$ cat src/rtl/core_seq_pkg.sv
// Shared types, widths and opcode constants for the RV32 multi-cycle sequencer.
package core_seq_pkg;

  localparam int unsigned PC_W_DEF  = 4;
  localparam int unsigned XLEN_DEF  = 32;
  localparam int unsigned CNT_W_DEF = 16;

  localparam int unsigned OPCODE_LSB = 0;
  localparam int unsigned OPCODE_W   = 7;

  localparam logic [OPCODE_W-1:0] HALT_OPCODE = 7'h7F;

  typedef enum logic [2:0] {
    StIdle,
    StFetch,
    StDecode,
    StExec,
    StMem,
    StWb,
    StHalt
  } state_e;

  function automatic logic is_halt(input logic [OPCODE_W-1:0] opcode);
    return opcode == HALT_OPCODE;
  endfunction

endpackage

$ cat src/rtl/core_seq_next_pc.sv
// Next-PC resolve: taken branches add the word-scaled immediate, everything else steps by one.
// Both paths wrap modulo 2^PC_W.
module core_seq_next_pc
  import core_seq_pkg::*;
#(
  parameter int unsigned PC_W = PC_W_DEF,
  parameter int unsigned XLEN = XLEN_DEF
) (
  input  logic [PC_W-1:0] pc,
  input  logic            ctl_branch,
  input  logic            alu_zero,
  input  logic [XLEN-1:0] imm_val,
  output logic [PC_W-1:0] next_pc
);

  // imm_val is a byte offset; only the word-index bits that fit the PC matter.
  logic [PC_W-1:0] imm_words;
  logic            unused_imm;

  assign imm_words  = imm_val[PC_W+1:2];
  assign unused_imm = ^{imm_val[XLEN-1:PC_W+2], imm_val[1:0]};

  always_comb begin
    next_pc = pc + PC_W'(1);
    if (ctl_branch && alu_zero) begin
      next_pc = pc + imm_words;
    end
  end

endmodule

$ cat src/rtl/core_sequencer.sv
// Multi-cycle control FSM for the RV32 datapath: owns PC, IR and all strobes, with halt and run/stop.
// Optional SINGLE_STEP_EN adds step_req, which gates each instruction fetch.
module core_sequencer
  import core_seq_pkg::*;
#(
  parameter int unsigned PC_W  = PC_W_DEF,
  parameter int unsigned XLEN  = XLEN_DEF,
  parameter int unsigned CNT_W = CNT_W_DEF
) (
  input  logic             clk,
  input  logic             rst_n,
  input  logic             run,
`ifdef SINGLE_STEP_EN
  input  logic             step_req,
`endif
  input  logic [XLEN-1:0]  instr_in,
  input  logic             ctl_branch,
  input  logic             ctl_mem_read,
  input  logic             ctl_mem_write,
  input  logic             ctl_reg_write,
  input  logic             alu_zero,
  input  logic [XLEN-1:0]  imm_val,
  input  logic             mem_ready,
  output logic [PC_W-1:0]  pc,
  output logic [XLEN-1:0]  ir,
  output logic             reg_we,
  output logic             mem_re,
  output logic             mem_we,
  output logic             busy,
  output logic             halted,
  output logic [CNT_W-1:0] retired
);

  state_e           state_q, state_d;
  logic [PC_W-1:0]  pc_q;
  logic [PC_W-1:0]  next_pc;
  logic [XLEN-1:0]  ir_q;
  logic             reg_we_q, mem_re_q, mem_we_q;
  logic             busy_q, halted_q;
  logic [CNT_W-1:0] retired_q;
  logic             retire;
  logic             step_ok;

`ifdef SINGLE_STEP_EN
  assign step_ok = step_req;
`else
  assign step_ok = 1'b1;
`endif

  core_seq_next_pc #(
    .PC_W (PC_W),
    .XLEN (XLEN)
  ) u_next_pc (
    .pc         (pc_q),
    .ctl_branch (ctl_branch),
    .alu_zero   (alu_zero),
    .imm_val    (imm_val),
    .next_pc    (next_pc)
  );

  always_comb begin
    state_d = state_q;
    retire  = 1'b0;
    unique case (state_q)
      StIdle: begin
        if (run) state_d = StFetch;
      end
      StFetch: begin
        if (step_ok) begin
          state_d = is_halt(instr_in[OPCODE_LSB +: OPCODE_W]) ? StHalt : StDecode;
        end
      end
      StDecode: state_d = StExec;
      StExec: begin
        if (ctl_mem_read || ctl_mem_write) state_d = StMem;
        else if (ctl_reg_write)            state_d = StWb;
        else                               retire  = 1'b1;
      end
      StMem: begin
        // Load vs store is taken from the held strobe so a late ctl change cannot misroute it.
        if (mem_ready) begin
          if (mem_re_q) state_d = StWb;
          else          retire  = 1'b1;
        end
      end
      StWb:    retire = 1'b1;
      StHalt:  state_d = StHalt;
      default: state_d = StIdle;
    endcase
    if (retire) state_d = run ? StFetch : StIdle;
  end

  always_ff @(posedge clk) begin
    if (!rst_n) begin
      state_q   <= StIdle;
      pc_q      <= '0;
      ir_q      <= '0;
      reg_we_q  <= 1'b0;
      mem_re_q  <= 1'b0;
      mem_we_q  <= 1'b0;
      busy_q    <= 1'b0;
      halted_q  <= 1'b0;
      retired_q <= '0;
    end else begin
      state_q <= state_d;
      if (state_q == StFetch && step_ok) ir_q <= instr_in;
      if (retire) begin
        pc_q <= next_pc;
        if (retired_q != '1) retired_q <= retired_q + CNT_W'(1);
      end
      reg_we_q <= (state_d == StWb);
      // Memory strobes latch on MEM entry and stay frozen until the access completes.
      if (state_d != StMem) begin
        mem_re_q <= 1'b0;
        mem_we_q <= 1'b0;
      end else if (state_q != StMem) begin
        mem_re_q <= ctl_mem_read;
        mem_we_q <= ctl_mem_write;
      end
      busy_q   <= !(state_d inside {StIdle, StHalt});
      halted_q <= (state_d == StHalt);
    end
  end

  assign pc      = pc_q;
  assign ir      = ir_q;
  assign reg_we  = reg_we_q;
  assign mem_re  = mem_re_q;
  assign mem_we  = mem_we_q;
  assign busy    = busy_q;
  assign halted  = halted_q;
  assign retired = retired_q;

endmodule
$ cat config.mk
export PLATFORM = sky130hd
export DESIGN_NAME = core_sequencer
export DESIGN_NICKNAME = d
export VERILOG_FILES = /design/src/rtl/core_seq_pkg.sv /design/src/rtl/core_seq_next_pc.sv /design/src/rtl/core_sequencer.sv
export SDC_FILE = /design/constraint.sdc
export NUM_CORES = 1
export LEC_CHECK = 0
export ABC_AREA = 1
export CAP_MARGIN = 20
export CORE_ASPECT_RATIO = 2
export CORE_MARGIN = 3
export CORE_UTILIZATION = 38
export DETAILED_ROUTE_END_ITERATION = 16
export PLACE_DENSITY = 0.77
export SETUP_SLACK_MARGIN = 0.05
export SYNTH_ARGS = -nofsm -noshare
export SYNTH_HDL_FRONTEND = slang
export SYNTH_HIERARCHICAL = 1
export SYNTH_SLANG_ARGS = --single-unit
$ cat constraint.sdc
create_clock -name clk -period 1.5 [get_ports clk]
set_input_delay 0.3 -clock clk [delete_from_list [all_inputs] [get_ports clk]]
set_output_delay 0.3 -clock clk [all_outputs]
set_load 0.05 [all_outputs]
### Word-level counts from Yosys, hierarchy flattened

Index checks and enable logic that the tools add are counted.

* register bits: 60

* $add $sub $neg: 3
* equal/unequal tests: 12
* muxes and demuxes: 15
* bitwise gates (word level): 1
* reduce and logical (&&, ||, !) cells: 8

Operator list (count)
* two-way mux 3 bit: 7
* one-hot mux 3 bit (7 select lines): 1
* adder 16 x 1 -> 16 bit, second input constant: 1
* != test 16 bit, second input constant: 1
* equality test 3 bit, second input constant: 5
* equality test 7 bit, second input constant: 1
* equality test 3 x 2 -> 1 bit, second input constant: 2
* zero test 3 bit: 2
* != test 3 bit, second input constant: 2
* two-way mux 1 bit: 5
* adder 4 x 1 -> 4 bit, second input constant: 1
* adder 4 bit: 1
* two-way mux 4 bit: 1
* equality test 3 x 1 -> 1 bit, second input constant: 1
* one-hot mux 1 bit (3 select lines): 1
* AND reduction 2 bit: 1
* nonzero test 2 bit: 1
* OR reduction 2 bit: 1
* logical AND 1 bit: 1
* zero test 1 bit: 1
* logical OR 1 bit: 1
* inverter 1 bit: 1

### Logic depth before layout (Yosys ltp)

Gate-level depths: netlist of the first run.

* depth after elaboration: 7
* gate-level depth with buffers: 10

### Hierarchy

Netlist of the first run, hierarchy kept.

Modules (own cells, without submodules)
* core_sequencer: times used 1, cells an instance 387, area an instance 2728.9 µm²
* core_seq_next_pc: times used 1, cells an instance 29, area an instance 167.7 µm²

### Worst setup path after synthesis of the first run

Ideal clock, no wire load.

* kind: flip-flop to flip-flop
* from: register retired_q[1], in the netlist retired[1]
* to: register retired_q[1], in the netlist retired[1]
* arrival: 1.862 ns
* required time: 1.384 ns
* setup slack: -0.478 ns
* stages on the path, launching flop included: 10
* path buffers: 1
* cells stage by stage: dfxtp_1 > ha_1 > inv_1 > nor2_4 > nand2_2 > nor2_1 > nor2_4 > buf_6 > nor2_1 > nor2_1

* longest elaborated chain between the ends: 2

Ends and longest elaborated chain
* start: declaration: line core_sequencer.sv:40 `logic [CNT_W-1:0] retired_q;`
* start signal: assignment: line core_sequencer.sv:109 `if (retired_q != '1) retired_q <= retired_q + CNT_W'(1);`
* branches (longest 2 deep; another with adder 16 x 1 -> 16 bit)

Parallel ways; which one is timed is not known.
A chain may end at the register's enable or synchronous reset.

### Worst setup path in the final report of the first run

* from: register retired_q[0], in the netlist retired[0]
* to: register retired_q[0], in the netlist retired[0]

Same word-level chain as after synthesis.

==> results of run 1 <==
-- power breakdown --
group / total, W / switching, W / leakage [nW] / internal (W)
Sequential: 0.00181 / 0.000122 / 0.502 / 0.00169
Clock: 0.00201 / 0.000706 / 0.151 / 0.00130
Combinational: 0.00145 / 0.000765 / 1.82 / 0.000682
-- state kept, by name, indices dropped and copies added (netlist names) --
| signal | count |
|---|---|
| ir | 32 |
| retired | 16 |
| halted | 1 |
| reg_we | 1 |
| busy | 1 |
| pc | 4 |
| mem_re | 1 |
| state_q | 3 |
| mem_we | 1 |
-- per-stage QoR --
step | power (W) | instances | TNS (ns)
3_3_place_gp | 0.003174 | 648 | -9.113
6_report | 0.005263 | 671 | 0
5_1_grt | 0.005480 | 671 | -0.1542
4_1_cts | 0.005239 | 665 | 0
3_5_place_dp | 0.003199 | 648 | -9.637
2_1_floorplan | 0.002440 | 416 | -0.01372
-- cell usage in the layout, fill, tap and decap left out, types with 10 or more instances in the layout --
master and n:
clkbuf_16 11, a21oi_2 13, dfxtp_4 13, nand2_4 10
dfxtp_1 37, clkdlybuf4s50_1 35, nand2_1 139, inv_1 20
nor2_1 23, buf_4 50, buf_12 63, nand2_2 20
a21oi_1 38, dfxtp_2 10, nor2_2 10, nand3_1 12
-- layer usage --
layer	track usage	wire, µm
met1	0.2030	3348
met2	0.4319	5964
met3	0.06938	594
met4	0.1531	560
met5	0	0
-- timing repair --
item | in CTS | in global routing
gates cloned | 0 | 1
pin swaps | 12 | 29
buffers inserted | 1 | 5
resized for setup | 15 | 65
setup endpoints to repair | 29 | 30
-- worst max-delay path by stage --
stage | end | start | slack, ns
3_5_place_dp | pc[1] | ctl_branch | -0.58
4_1_cts | pc[1] | ctl_branch | 0.04
3_3_place_gp | pc[1] | ctl_branch | -0.53
2_1_floorplan | retired[11] | retired[1] | -0.007
6_report | retired[0] | retired[0] | 0.01
5_1_grt | retired[0] | retired[0] | -0.03
-- worst min-delay path, stage by stage --
cell	delay (ns)
dlymetal6s2s_1	0.16
mux2i_1	0.19
nor3_2	0.06
-- kinds of logic (layout without fill, tap and decap cells) --
logic type                 after synthesis  after routing  share of synthesized area
xor gates and xnor gates                 8              8                    0.02419
adders and majority gates                5              5                    0.02419
muxes                                    1              1                   0.003456
DFF                                     60             60                     0.4147
AOI/OAI and AO/OA                       62             62                     0.1222
buffers and inverters                   40            203                    0.05961
and+or+nand+nor                        240            240                     0.3516
-- cell type report --
class | instances | area share
inverter | 26 | 0.01795
timing repair buffer | 161 | 0.3743
tap | 92 | 0.02014
sequential | 60 | 0.2209
clock inverter | 3 | 0.002846
multi-input combinational | 316 | 0.3146
clock buffer | 13 | 0.04926
==> impl_metrics.env, run 1 <==
export IMPL_design_core_area_mm2=0.007322
export IMPL_grt_max_degree=32
export IMPL_critical_path_startpoint_type="flip-flop"
export IMPL_irDropWorstVdd_uv=1025
export IMPL_clk_latency_ns=0.33
export IMPL_antenna_left=0
export IMPL_yosys_most_used_dff="dfxtp_1"
export IMPL_synth_seq_area_share=0.4147
export IMPL_yosysTopAreaCellShare=0.4147
export IMPL_hold_depth=3
export IMPL_grt_pass1_vias=3516
export IMPL_die_y_um=129.5
export IMPL_io_pin_count=130
export IMPL_worst_slack_ns=0.01265
export IMPL_reg2reg_to="retired[0]"
export IMPL_fp_dieW_um=67.74
export IMPL_pre_cts_ws_ns=-0.5817
export IMPL_synth_edf_count=0
export IMPL_diodes=0
export IMPL_path_buf_inv=3
export IMPL_ys_types=30
export IMPL_via_per_inst=5.161
export IMPL_syn_to_final_growth_pct=97.32
export IMPL_hold_path_class="primary input to flip-flop"
export IMPL_grt_overflow=0
export IMPL_yosysTopAreaCell="dfxtp_1"
export IMPL_vias=3463
export IMPL_start_util=0.3956
export IMPL_crit_path_end_kind="flip-flop"
export IMPL_worst_slew_pin_slew_ns=0.2857
export IMPL_setup_viol=0
export IMPL_seq_area_mm2=0.001262
export IMPL_report_final_slew_viol_count=0
export IMPL_numCtsBuffers=9
export IMPL_yosysWarnings=6
export IMPL_power_density_mw_per_mm2=920.9
export IMPL_period_share=0.9916
export IMPL_drc=0
export IMPL_crit_slowest_cell="dfxtp_4"
export IMPL_cpLargestDelayFamily="simple AND/OR/NAND/NOR gates"
export IMPL_cap_violations=0
export IMPL_syn_area_mm2=0.002897
export IMPL_fin_crit_ns=1.487
export IMPL_cp_depth=10
export IMPL_drt_iter0_drc=240
export IMPL_cp_required_ns=1.72
export IMPL_crit_fanout=8
export IMPL_routedWlPerCell_um=15.60
export IMPL_postCtsHoldBufs=0
export IMPL_fmax_ghz=0.6723
export IMPL_total_leakage_power_nw=2.471
export IMPL_antenna_found_initial=0
export IMPL_nNetsFinal=652
export IMPL_final_layout_size_suffix_gt1_frac=0.4111
export IMPL_status="completed"
export IMPL_multi_input_area_mm2=0.001798
export IMPL_hp_start="ctl_mem_read"
export IMPL_r2r_slack_ns=0.01
export IMPL_crit_type="flip-flop to flip-flop"
export IMPL_io_buffers=101
export IMPL_cp_common_cell="nor2_4"
export IMPL_max_slew_margin=0.8082
export IMPL_synth_top_cells_by_area="dfxtp_1 41%, nand2_1 21%, a21oi_1 7.6%"
export IMPL_final_core_util=0.7806
export IMPL_final_area_mm2=0.005715
export IMPL_cts_tree="yes"
export IMPL_grt_use_total=0.2327
export IMPL_timing_hold_ws_ns=0.4220
export IMPL_yosys_register_bits=60
export IMPL_rsz0062_at_grt="true"
export IMPL_htreeDepth=3
export IMPL_dp_hpwl_um=7386
export IMPL_slowest_delay_ns=0.36
export IMPL_ys_top_cells_by_count="159 x nand2_1, 60 x dfxtp_1, 44 x a21oi_1"
export IMPL_yosysMostFrequentCell="nand2_1"
export IMPL_fillers=442
export IMPL_path_cells="ha_4, inv_2, nor2_4, nand2_4, buf_6, nor2_4, nor2_4, clkbuf_16, nor2_2, nor2_1"
export IMPL_skew_ns=0.006581
export IMPL_placed_cell_area_mm2=0.005079
export IMPL_finalWeightedCongestion=0.8624
export IMPL_synth_nets=494
export IMPL_synth_cells=416
export IMPL_async_reset_ff_frac=0
export IMPL_num_rows=44
export IMPL_drtPass1Iterations=4
export IMPL_r2r_start="retired[0]"
export IMPL_hold_violations=0
export IMPL_grt_pass1_wl_um=15460
export IMPL_clock_sinks=60
export IMPL_synth_avg_cell_area_um2=6.963
export IMPL_root_buffer="clkbuf_16"
export IMPL_clk_pin_slew_ns=0.05
export IMPL_clk_path_buf_depth=2
export IMPL_die_area_mm2=0.008770
export IMPL_arrival_ns=1.70
export IMPL_wl_um=10470
export IMPL_hold_end="mem_re"
export IMPL_r2r_cells=10
No activity file was read; power rests on OpenSTA's default activity.
==> run 2, diff against run 1 <==
Settings changed: CAP_MARGIN 20 to 10.
==> results of run 2 <==
The final DEF is identical to that of run 1; final timing and power are the same.
==> patch (flow settings as in run 1) <==
Put one more register stage on the output `retired`. The value now appears one clock later. The other outputs are not delayed to match.
--- a/src/rtl/core_sequencer.sv
+++ b/src/rtl/core_sequencer.sv
@@ -129,6 +129,8 @@
   assign mem_we  = mem_we_q;
   assign busy    = busy_q;
   assign halted  = halted_q;
-  assign retired = retired_q;
+  always_ff @(posedge clk) begin
+    retired <= retired_q;
+  end
 
 endmodule
Function: changed (a bounded check fails within 10 cycles, from zero or initial values and one cycle with rst_n low).
==> patch against run 1 <==
- cell area grew 2.7%
- sequential cell count grew 16
- routed wire length grew 0.48%
- global-route usage shrank 3.3 points
- critical path depth shrank 1
- setup slack gained 0.017 ns
- power grew 11%
- clock power grew 16%
- synthesized area grew 8.9%
- combinational power shrank 13%
- largest cell class unchanged
- largest power group unchanged
==> patch: results (changes against run 1) <==
* Register area share after synthesis at 0.482 (+0.0677)
* Final Skew at 0.00762 ns (+0.00104 ns)
* Number of H-tree levels at 3 (unchanged)
* Post-Route WL at 10.5 mm (+0.48%)
* Layout cells sized above 1 at 0.361 (-0.0498)
* Total GRT Usage at 0.199 (-0.0335)
* Final net count at 647 (-0.77%)
* HP Class: in -> reg
* First drt pass iteration count at 5 (+1)
* Syn nets at 492 (-0.40%)
* Yosys warns at 6 (unchanged)
* FFs w/ async S/R, synth at 0 (unchanged)
* Area contributors post-synth: dfxtp_1 (48%), nand2_1 (17%), a21oi_1 (6.7%)
* Vias in the first global route at 3347 (-4.8%)
* Xor and xnor area share after synthesis at 0.0278 (+0.00358)
* Clock latency on the worst-skew pair at 0.34 ns
* Adder-cell share of the synthesized area at 0.0222 (-0.00198)
* Complex-gate fraction of the synthesized area at 0.102 (-0.0203)
* WL met2 at 6.02 mm (+0.97%)
* Iteration-0 DRC Markers at 172 (-28%)
* Status: finished clean
* Critical Path AT at 1.73 ns (+0.03 ns)
* Fin cells at 669 (-0.30%)
* Clk network pwr share at 0.401 (+0.019)
* Met3 WL at 540 um (-9.1%)
* CTS clock-pin slew for the worst setup and hold paths at 0.06 ns
* Static Leakage at 2.40 nW (-2.8%)
* VDD IR max at 854 uV (-17%)
* Avg Synthesized Cell Area at 7.62 um^2 (+9.4%)
* CTS buffer count at 9 (unchanged)
* Part of the power in registers at 0.382 (+0.039)
* WL met1 at 3.56 mm (+6.3%)
* GR Layer Usage met3 at 0.0507 (-0.0187)
* Post-synth top cells: nand2_1 (145), dfxtp_1 (76), a21oi_1 (42), nor2_1 (35), inv_1 (23)
* Worst slew margin at 0.745 (-0.0632)
* Max reg flops at 32 (unchanged)
* Met2 Usage GRT at 0.387 (-0.0452)
* Port Buffers at 101 (unchanged)
* Dpl hpwl at 6.89 mm (-6.8%)
* Initial antenna violation count at 0 (unchanged)
* Post-synthesis mux area share at 0.00317 (-0.000282)
* Pin count of the biggest net entering global routing at 35 (+9.4%)
* Routed vias/inst at 5.07 (-1.8%)
* Clock group power at 0.00234 W (+16%)
* First-pass GRT wire length at 14.8 mm (-4.1%)
* # diodes at 0 (unchanged)
* Met1 Use GR at 0.180 (-0.0231)
* DR top layer: met4
* Sw frac at 0.271 (-0.0314)
* Crit Path Max Fanout at 8 (unchanged)
* Placed insts at 638 (-1.5%)
* RD Place Congestion at 0.906 (+5.0%)
* Root Driver: clkbuf_16
* Netlist cell types at 29 (-3.3%)
* CTS Buffer Depth at 2 (unchanged)
patch: cell families after synthesis:
kind of cell / after synthesis
multiplexers: 1
AND/OR/NAND/NOR: 226
flip-flops: 76
adder cells (fa/ha/maj): 5
AO/OA/AOI/OAI: 56
buffers and inverters: 40
XOR/XNOR: 10
patch: worst paths after layout:
kind / depth (start not counted) / to / slack (ns) / startpoint
max: 9 / retired_q[2] / 0.03 / state_q[0]
min reg2reg: 0 / retired[3] / 0.40 / retired_q[3]
max reg2reg: 9 / retired_q[2] / 0.03 / state_q[0]
min: 3 / mem_re / 0.39 / ctl_mem_read
patch: metrics by stage:
| step | setup WS (ns) | area, um^2 |
|---|---|---|
| floorplan | 0.00910 | 3190 |
| global placement | -0.554 | 5140 |
| detailed placement | -0.630 | 5140 |
| CTS | 0.0432 | 5580 |
| global route | -0.0526 | 5870 |
| finish | 0.0295 | 5870 |
patch: final cells by class:
cell class                      instances  area [um^2]
Clock buffer                           11          253
Clock inverter                          4         72.6
Fill cell                             529         2130
Inverter                               26          103
Multi-Input combinational cell        298         1670
Sequential cell                        76         1550
Tap cell                               96          120
Timing Repair Buffer                  158         2100
patch: worst max-delay path, stage by stage, from the launching register on:
cell and delay (ns):
dfxtp_4 0.41, nand2_4 0.07, inv_2 0.08, nand3_4 0.08, nand3_4 0.17, inv_6 0.04
nor2_4 0.16, clkbuf_16 0.18, nand2_1 0.06, a21oi_1 0.14
patch: repair_timing:
action | CTS | global route
pin swaps | 12 | 24
buffers inserted | 6 | 8
resized for setup | 24 | 56
endpoints found under the setup margin | 23 | 57
cloned | 1 | 1
